<file path="src/rtl/sm_mac_pkg.sv">
// Shared types and constants for the sign-magnitude MAC tail.
// Latency: n/a (declarations only).
// Backpressure: n/a.
package sm_mac_pkg;

  typedef enum logic {
    ACCUM = 1'b0,
    DONE  = 1'b1
  } state_t;

  // Product magnitude width delivered by the 4-bit sign-magnitude multiplier.
  localparam int PROD_MAG_W = 6;

  // Default accumulator width and its symmetric saturation limits.
  localparam int ACC_W_DEF = 10;
  localparam int ACC_MAX   = (1 << (ACC_W_DEF - 1)) - 1;
  localparam int ACC_MIN   = -ACC_MAX;

  // Largest positive value of a symmetric two's-complement range of width w.
  function automatic int sym_limit(input int w);
    return (1 << (w - 1)) - 1;
  endfunction

endpackage

</file>
<file path="src/rtl/sm_to_twos.sv">
// Sign-magnitude to two's-complement converter; negative zero maps to 0.
// Latency: combinational.
// Backpressure: none (pure function of inputs).
module sm_to_twos #(
  parameter int MAG_W = 6,
  parameter int OUT_W = 11
) (
  input  logic [MAG_W-1:0]        mag,
  input  logic                    sign,
  output logic signed [OUT_W-1:0] val
);

  logic signed [OUT_W-1:0] ext;

  assign ext = $signed({{(OUT_W-MAG_W){1'b0}}, mag});

  // Negate only non-zero magnitudes so a negative zero never leaks out.
  always_comb begin
    val = ext;
    if (sign && (mag != '0)) begin
      val = -ext;
    end
  end

endmodule

</file>
<file path="src/rtl/sm_product_accumulator.sv">
// Sums sign-magnitude products into a symmetric saturating accumulator, emits group total.
// Latency: result valid the cycle after the closing term is accepted; one bubble per group.
// Backpressure: in_ready is low while a result waits; out_ready stalls in DONE indefinitely.
module sm_product_accumulator
  import sm_mac_pkg::*;
#(
  parameter int ACC_W     = ACC_W_DEF,
  parameter int MAX_TERMS = 16,
  parameter int CNT_W     = 5
) (
  input  logic                  clk,
  input  logic                  rst_n,
  input  logic                  in_valid,
  output logic                  in_ready,
  input  logic [PROD_MAG_W-1:0] in_mag,
  input  logic                  in_sign,
  input  logic                  in_last,
  output logic                  out_valid,
  input  logic                  out_ready,
  output logic [ACC_W-2:0]      out_mag,
  output logic                  out_sign,
  output logic                  out_sat,
  output logic [CNT_W-1:0]      out_count
);

  localparam int                LIM_I = sym_limit(ACC_W);
  localparam logic signed [ACC_W:0] LIM_P = LIM_I[ACC_W:0];
  localparam logic signed [ACC_W:0] LIM_N = -LIM_P;
  localparam logic [CNT_W-1:0]  MAX_T = CNT_W'(MAX_TERMS);

  state_t                  state;
  state_t                  state_nxt;
  logic signed [ACC_W-1:0] acc;
  logic [CNT_W-1:0]        count;
  logic                    sat;

  logic signed [ACC_W:0]   term;
  logic signed [ACC_W:0]   sum;
  logic signed [ACC_W-1:0] acc_new;
  logic                    clamped;
  logic [CNT_W-1:0]        count_inc;
  logic                    accept;
  logic                    close;
  logic                    new_neg;
  logic [ACC_W-2:0]        new_mag;

  sm_to_twos #(
    .MAG_W (PROD_MAG_W),
    .OUT_W (ACC_W + 1)
  ) u_term (
    .mag  (in_mag),
    .sign (in_sign),
    .val  (term)
  );

  assign in_ready  = (state == ACCUM);
  assign out_valid = (state == DONE);
  assign accept    = in_valid && in_ready;
  assign count_inc = count + 1'b1;
  assign close     = in_last || (count_inc == MAX_T);

  // Add the term one bit wider than the accumulator, then clamp to the symmetric rail.
  always_comb begin
    sum     = $signed({acc[ACC_W-1], acc}) + term;
    acc_new = sum[ACC_W-1:0];
    clamped = 1'b0;
    if (sum > LIM_P) begin
      acc_new = LIM_P[ACC_W-1:0];
      clamped = 1'b1;
    end else if (sum < LIM_N) begin
      acc_new = LIM_N[ACC_W-1:0];
      clamped = 1'b1;
    end
  end

  // Sign-magnitude view of the new total; the clamp guarantees |acc| fits ACC_W-1 bits.
  always_comb begin
    new_neg = acc_new[ACC_W-1];
    new_mag = acc_new[ACC_W-2:0];
    if (new_neg) begin
      new_mag = (ACC_W-1)'(-acc_new);
    end
  end

  // State register.
  always_ff @(posedge clk or negedge rst_n) begin
    if (!rst_n) begin
      state <= ACCUM;
    end else begin
      state <= state_nxt;
    end
  end

  // Next state: close a group on the accepting edge, reopen after the output handshake.
  always_comb begin
    state_nxt = state;
    case (state)
      ACCUM: if (accept && close) state_nxt = DONE;
      DONE:  if (out_ready)       state_nxt = ACCUM;
      default: state_nxt = ACCUM;
    endcase
  end

  // Accumulate accepted terms, snapshot the total on close, clear after handshake.
  always_ff @(posedge clk or negedge rst_n) begin
    if (!rst_n) begin
      acc       <= '0;
      count     <= '0;
      sat       <= 1'b0;
      out_mag   <= '0;
      out_sign  <= 1'b0;
      out_sat   <= 1'b0;
      out_count <= '0;
    end else if (accept) begin
      acc   <= acc_new;
      count <= count_inc;
      sat   <= sat | clamped;
      if (close) begin
        out_mag   <= new_mag;
        out_sign  <= new_neg;
        out_sat   <= sat | clamped;
        out_count <= count_inc;
      end
    end else if ((state == DONE) && out_ready) begin
      acc   <= '0;
      count <= '0;
      sat   <= 1'b0;
    end
  end

endmodule

</file>
<file path="config.mk">
export PLATFORM = sky130hd
export DESIGN_NAME = sm_product_accumulator
export DESIGN_NICKNAME = d
export VERILOG_FILES = /design/src/rtl/sm_mac_pkg.sv /design/src/rtl/sm_to_twos.sv /design/src/rtl/sm_product_accumulator.sv
export SDC_FILE = /design/constraint.sdc
export NUM_CORES = 1
export LEC_CHECK = 0
export ABC_AREA = 1
export BUFFER_PORTS_ARGS = -buffer_cell sky130_fd_sc_hd__buf_2
export CAP_MARGIN = 20
export CORE_MARGIN = 8
export CORE_UTILIZATION = 25
export CTS_CLUSTER_SIZE = 14
export DETAILED_ROUTE_END_ITERATION = 8
export PLACE_DENSITY = 0.4
export SETUP_SLACK_MARGIN = 0.05
export SKIP_CTS_REPAIR_TIMING = 1
export SYNTH_ARGS = -nofsm -noshare
export SYNTH_HDL_FRONTEND = slang
export SYNTH_SLANG_ARGS = --single-unit
export TNS_END_PERCENT = 100
</file>
<file path="constraint.sdc">
create_clock -name clk -period 7.6 [get_ports clk]
set_clock_uncertainty 0.1 [all_clocks]
set_input_delay 0 -clock clk [delete_from_list [all_inputs] [get_ports clk]]
set_output_delay 0 -clock clk [all_outputs]
set_load 0.01 [all_outputs]
</file>
**Word level (Yosys, flattened, before mapping)**

Index checks and enable logic that the tools add are counted.

- Bits in registers: 33
- Input port bits: 12
- Output and inout bits: 18
- Logic and storage cells: 40

- $add $sub $neg: 4
- $lt $le $gt $ge: 2
- Equal/unequal tests: 1
- Multiplexer cells: 15
- Bitwise gates (word level): 2
- Reductions and logical operators: 8

Operator list:

| kind | number |
|---|---|
| $mux 10 | 4 |
| $add 10x11->11 | 1 |
| $gt 11x10->1 const B | 1 |
| $lt 11x10->1 const B | 1 |
| $mux 11 | 1 |
| $neg 6->11 | 1 |
| $mux 5 | 2 |
| $mux 9 | 1 |
| $neg 9->9 | 1 |
| $mux 1 | 6 |
| $reduce_bool 6->1 | 1 |
| $add 5x1->5 const B | 1 |
| $eq 5x5->1 const B | 1 |
| $logic_and 1x1->1 | 4 |
| $pmux 1 s2 | 1 |
| $reduce_and 2->1 | 1 |
| $reduce_bool 2->1 | 1 |
| $logic_or 1x1->1 | 1 |
| $not 1->1 | 1 |
| $or 1x1->1 | 1 |

**Depth between registers and ports, before layout**

- Depth after elaboration: 9
- Gate-level depth with buffers: 30
- Gate-level depth less buffers: 29

**Hierarchy**

Synthesis repeated with hierarchy kept, for this count alone.

- Cells, all modules: 353
- Area total of the unflattened synthesis: 2454.9 sq um

Modules (own cells, without submodules):

| module | times used | cells each | area an instance (sq um) | sequential area each (sq um) |
|---|---|---|---|---|
| sm_product_accumulator | 1 | 314 | 2252.2 | 825.8 |
| sm_to_twos | 1 | 39 | 202.7 | 0.0 |

**Worst setup path before layout**

Ideal clock, no wire load.

- Path kind: input to register
- Start point: input port in_mag[0]
- End point: register out_mag[8]
- Setup time: 0.117 ns
- Arrival: 2.809 ns
- Required time: 7.383 ns
- Path slack: 4.574 ns
- Stages on the path: 29
- Buffers on the path: 1
- Path through: inv_1 ha_1 nand4_2 nand2_2 buf_6 o21ai_0 inv_1 fa_1 inv_1 nand2_1 nand2_2 nand3_2 nand2_2 nand2_2 nand2_1 nand3_2 nand2_4 inv_6 nand2_8 nand3_4 inv_1 ha_1 nand2_1 nor2_2 nand2_2 nand2_1 nand2_1 nand3_1 nand2_1

- Cells in the longest elaborated chain, start to end: 9
- Elaborated cells between the ends (all ways): 11
- Classes of those cells: 3 x add/sub; 2 x order compare; 4 x mux; 2 x reduce/logical

RTL lines:

| what | RTL line | source |
|---|---|---|
| start: declaration | sm_product_accumulator.sv:15 | `input logic [PROD_MAG_W-1:0] in_mag,` |
| branches (longest 2 deep; another with $neg 6->11) | -- |  |
| $mux 11 * | sm_to_twos.sv:20 | `if (sign && (mag != '0)) begin` |
| $add 10x11->11 * | sm_product_accumulator.sv:64 | `sum = $signed({acc[ACC_W-1], acc}) + term;` |
| $lt 11x10->1 | sm_product_accumulator.sv:70 | `end else if (sum < LIM_N) begin` |
| $mux 10 | sm_product_accumulator.sv:70 |  |
| $mux 10 * | sm_product_accumulator.sv:67 | `if (sum > LIM_P) begin` |
| $neg 9->9 | sm_product_accumulator.sv:81 | `new_mag = (ACC_W-1)'(-acc_new);` |
| $mux 9 * | sm_product_accumulator.sv:80 | `if (new_neg) begin` |
| end signal: assignment | sm_product_accumulator.sv:119 | `out_mag <= new_mag;` |
| end: declaration | sm_product_accumulator.sv:20 | `output logic [ACC_W-2:0] out_mag,` |

Mark *: on every way between the ends.
A chain may end at the register's enable or synchronous reset.

**Final worst setup path**

Same ends and word-level chain as after synthesis.

==> results.yml <==
die:
  core-area_um2: 10100
  fp.dieW_um: 117
  die_area_um2: 13700
  io_pins: 30
  start_util: 0.252
  die_y_um: 117
  rows: 37
layout:
  fin_nets: 404
  areaGrowthSynthToFinish_pct: 13.8
  drive_above_1_share: 0.205
  nFillCells: 1123
  n_antenna_cell: 0
critical_path:
  endpoint_kind: "flip-flop"
  cp-start-kind: "primary input"
  rrSetupSlack_ns: 4.28
  crit_required_ns: 7.68
  r2r_cells: 22
  r2r-start: "acc[0]"
  cp.arrival_ns: 3.50
  cp_max_fo: 11
  worstSetupPathType: "in -> reg"
  rr_endpoint: "out_mag[8]"
drt:
  avgViaCountPerCell: 4.24
  drt-met1-wl_mm: 3.25
  top_layer: "met4"
  drtIter0Drc: 63
  drc_errors: 0
  wire_per_inst_um: 13.2
  route.met3.wl_um: 182
  ant_nets: 0
  vias: 2169
  wl_met2_mm: 3.24
  drt-total-wl_mm: 6.73
  drt_pass1_iterations: 4
synth:
  ys_top_cells_by_count: "nand2_1, inv_1, nand3_1"
  synth.most_common_cell: "nand2_1"
  muxShareOfSynthArea: 0
  synth_top_family_by_area: "simple AND/OR/NAND/NOR gates"
  netlist.top_cell.by_area: "dfrtp_1"
  ys_types: 36
  synth_cells: 346
  netlist_area_um2: 2560
  synth_nets: 374
  yosysSeqAreaShare: 0.323
  synth_edf_count: 0
  post_synth.cell_area_avg_um2: 7.40
  synthAdderAreaFrac: 0.0811
  ys.flop_type: "dfrtp_1"
  synth_xor_area_frac: 0.0308
  synth_top_cell_area_share: 0.323
  synthSimpleGateAreaFrac: 0.365
  yosys_warnings: 0
  synthArstFlopShare: 1.00
  synth_compound_area_frac: 0.0924
  ys_seq_elements: 33
  synthTopCellsByArea: "dfrtp_1, nand2_1, nand3_1"
place:
  io_buffer_count: 29
  place_congestion: 0.773
  dp_hpwl_mm: 5.30
sta:
  fmax_mhz: 292
  slew-limit-headroom: 0.464
  finalHoldViolations: 0
  slew_violations: 0
  finalSetupTns_ns: 0
  rsz0062_at_grt: "no"
  finalCritPeriodShare: 0.451
  finalSetupViolCount: 0
  tightest_slew_ns: 0.802
  min_period_ns: 3.43
clocking:
  worstSkewPairLatency_ns: 0.29
  cts_max_path_buffers: 2
  htreeDepth: 2
  path_clk_slew_ns: 0.07
  cts_sinks: 33
  cts_tree: "done"
  cts_buffers: 5
  cts-root-buf: "clkbuf_8"
hold_path:
  hp-start: "in_last"
  hp-class: "in -> reg"
  hold_path_depth: 4
  hold_end: "out_mag[1]"
grt:
  grt_pass1_wl_mm: 11.4
  antenna_found_initial: 0
  grt_use_total: 0.108
  grt_remaining_overflow: 0
  grt_pass1_vias: 2293
  grt_max_degree: 34
power:
  power.density_nw_per_um2: 462
  leakage_uw: 0.00158
  worst_ir_drop_vdd_uv: 173
  total_power_uw: 1350
status:
  status: "finished, final reports clean"
job:
  cap_violations: 0
==> logic make-up after synthesis <==
family                     count (synthesis)
DFF                                       33
and+or+nand+nor                          185
xor gates and xnor gates                   9
adders and majority gates                 16
AOI/OAI and AO/OA                         41
buffers and inverters                     62
==> layout by cell type, fill, tap and decap left out, drive strengths merged <==
| cell type | synthesis | layout |
|---|---|---|
| dlygate4sd3 | 0 | 2 |
| a21oi | 8 | 8 |
| nand4 | 3 | 3 |
| o21bai | 1 | 1 |
| o22ai | 3 | 3 |
| nor3 | 2 | 2 |
| fa | 1 | 1 |
| or2 | 1 | 1 |
| a31oi | 3 | 3 |
| nand2 | 108 | 108 |
| nor2 | 27 | 27 |
| clkinv | 1 | 1 |
| nand3 | 44 | 44 |
| xnor2 | 2 | 2 |
| inv | 53 | 53 |
| buf | 3 | 29 |
| dfrtp | 33 | 33 |
| xor2 | 7 | 7 |
| clkbuf | 5 | 7 |
| o21ai | 25 | 25 |
| ha | 15 | 15 |
| a21boi | 1 | 1 |
==> registers in the layout, indices dropped and copies added (netlist names) <==
name and count:
acc 10, out_mag 9, count 5, out_count 5, out_sat 1, out_sign 1, out_valid 1, sat 1
==> routing by layer <==
| layer | vias to the layer above | track usage |
|---|---|---|
| li1 | 1162 | - |
| met1 | 977 | 0.137 |
| met2 | 24 | 0.182 |
| met3 | 6 | 0.0215 |
| met4 | 0 | 0.0282 |
| met5 | - | 0 |
==> report_power, final <==
group / switching [uW] / internal, uW
clock: 64.3 / 71.9
combinational: 589 / 311
sequential: 53.2 / 255
total: 707 / 638
==> per-stage QoR <==
stage	area [um^2]	cells	utilization	hold slack (ns)	worst slack, ns
6_report	2910	512	0.287	0.207	4.17
5_1_grt	2910	512	0.287	0.291	3.73
4_1_cts	2890	510	0.285	-0.281	4.15
3_5_place_dp	2810	503	0.277	0.0382	3.85
3_3_place_gp	2810	503	0.277	0.0225	3.94
2_1_floorplan	2560	346	-	-0.396	4.57
==> critical path, stage by stage <==
cell and delay, ns:
buf_2 0.10, inv_1 0.04, ha_1 0.23, nand4_2 0.10, nand2_2 0.15, nor2_1 0.15
xor2_1 0.24, ha_1 0.30, or2_4 0.28, nand3_2 0.09, nand2_2 0.06, nand2_2 0.07
nand2_1 0.07, nand3_2 0.08, nand2_4 0.12, nand2_4 0.20, inv_1 0.07, o21ai_0 0.35
ha_1 0.26, nand2_1 0.09, nor2_2 0.15, nand2_2 0.08, nand2_1 0.05, nand2_1 0.04
nand3_1 0.06, nand2_1 0.06
==> final cells by class <==
type	instances	area, um^2	area share
multi-input combinational	251	1460	0.500
clock buffer	7	86.3	0.0296
inverter	54	209	0.0717
timing repair buffer	31	165	0.0567
tap	136	170	0.0584
sequential	33	826	0.283
==> how the worst max path moves through the flow <==
stage,from,end
floorplan,in_mag[0],out_mag[8]
global placement,in_mag[0],out_mag[8]
detailed placement,in_mag[0],out_mag[8]
CTS,in_mag[0],out_mag[8]
global route,in_mag[0],out_mag[8]
finish,in_mag[0],out_mag[8]
No activity file was read; power rests on OpenSTA's default activity.
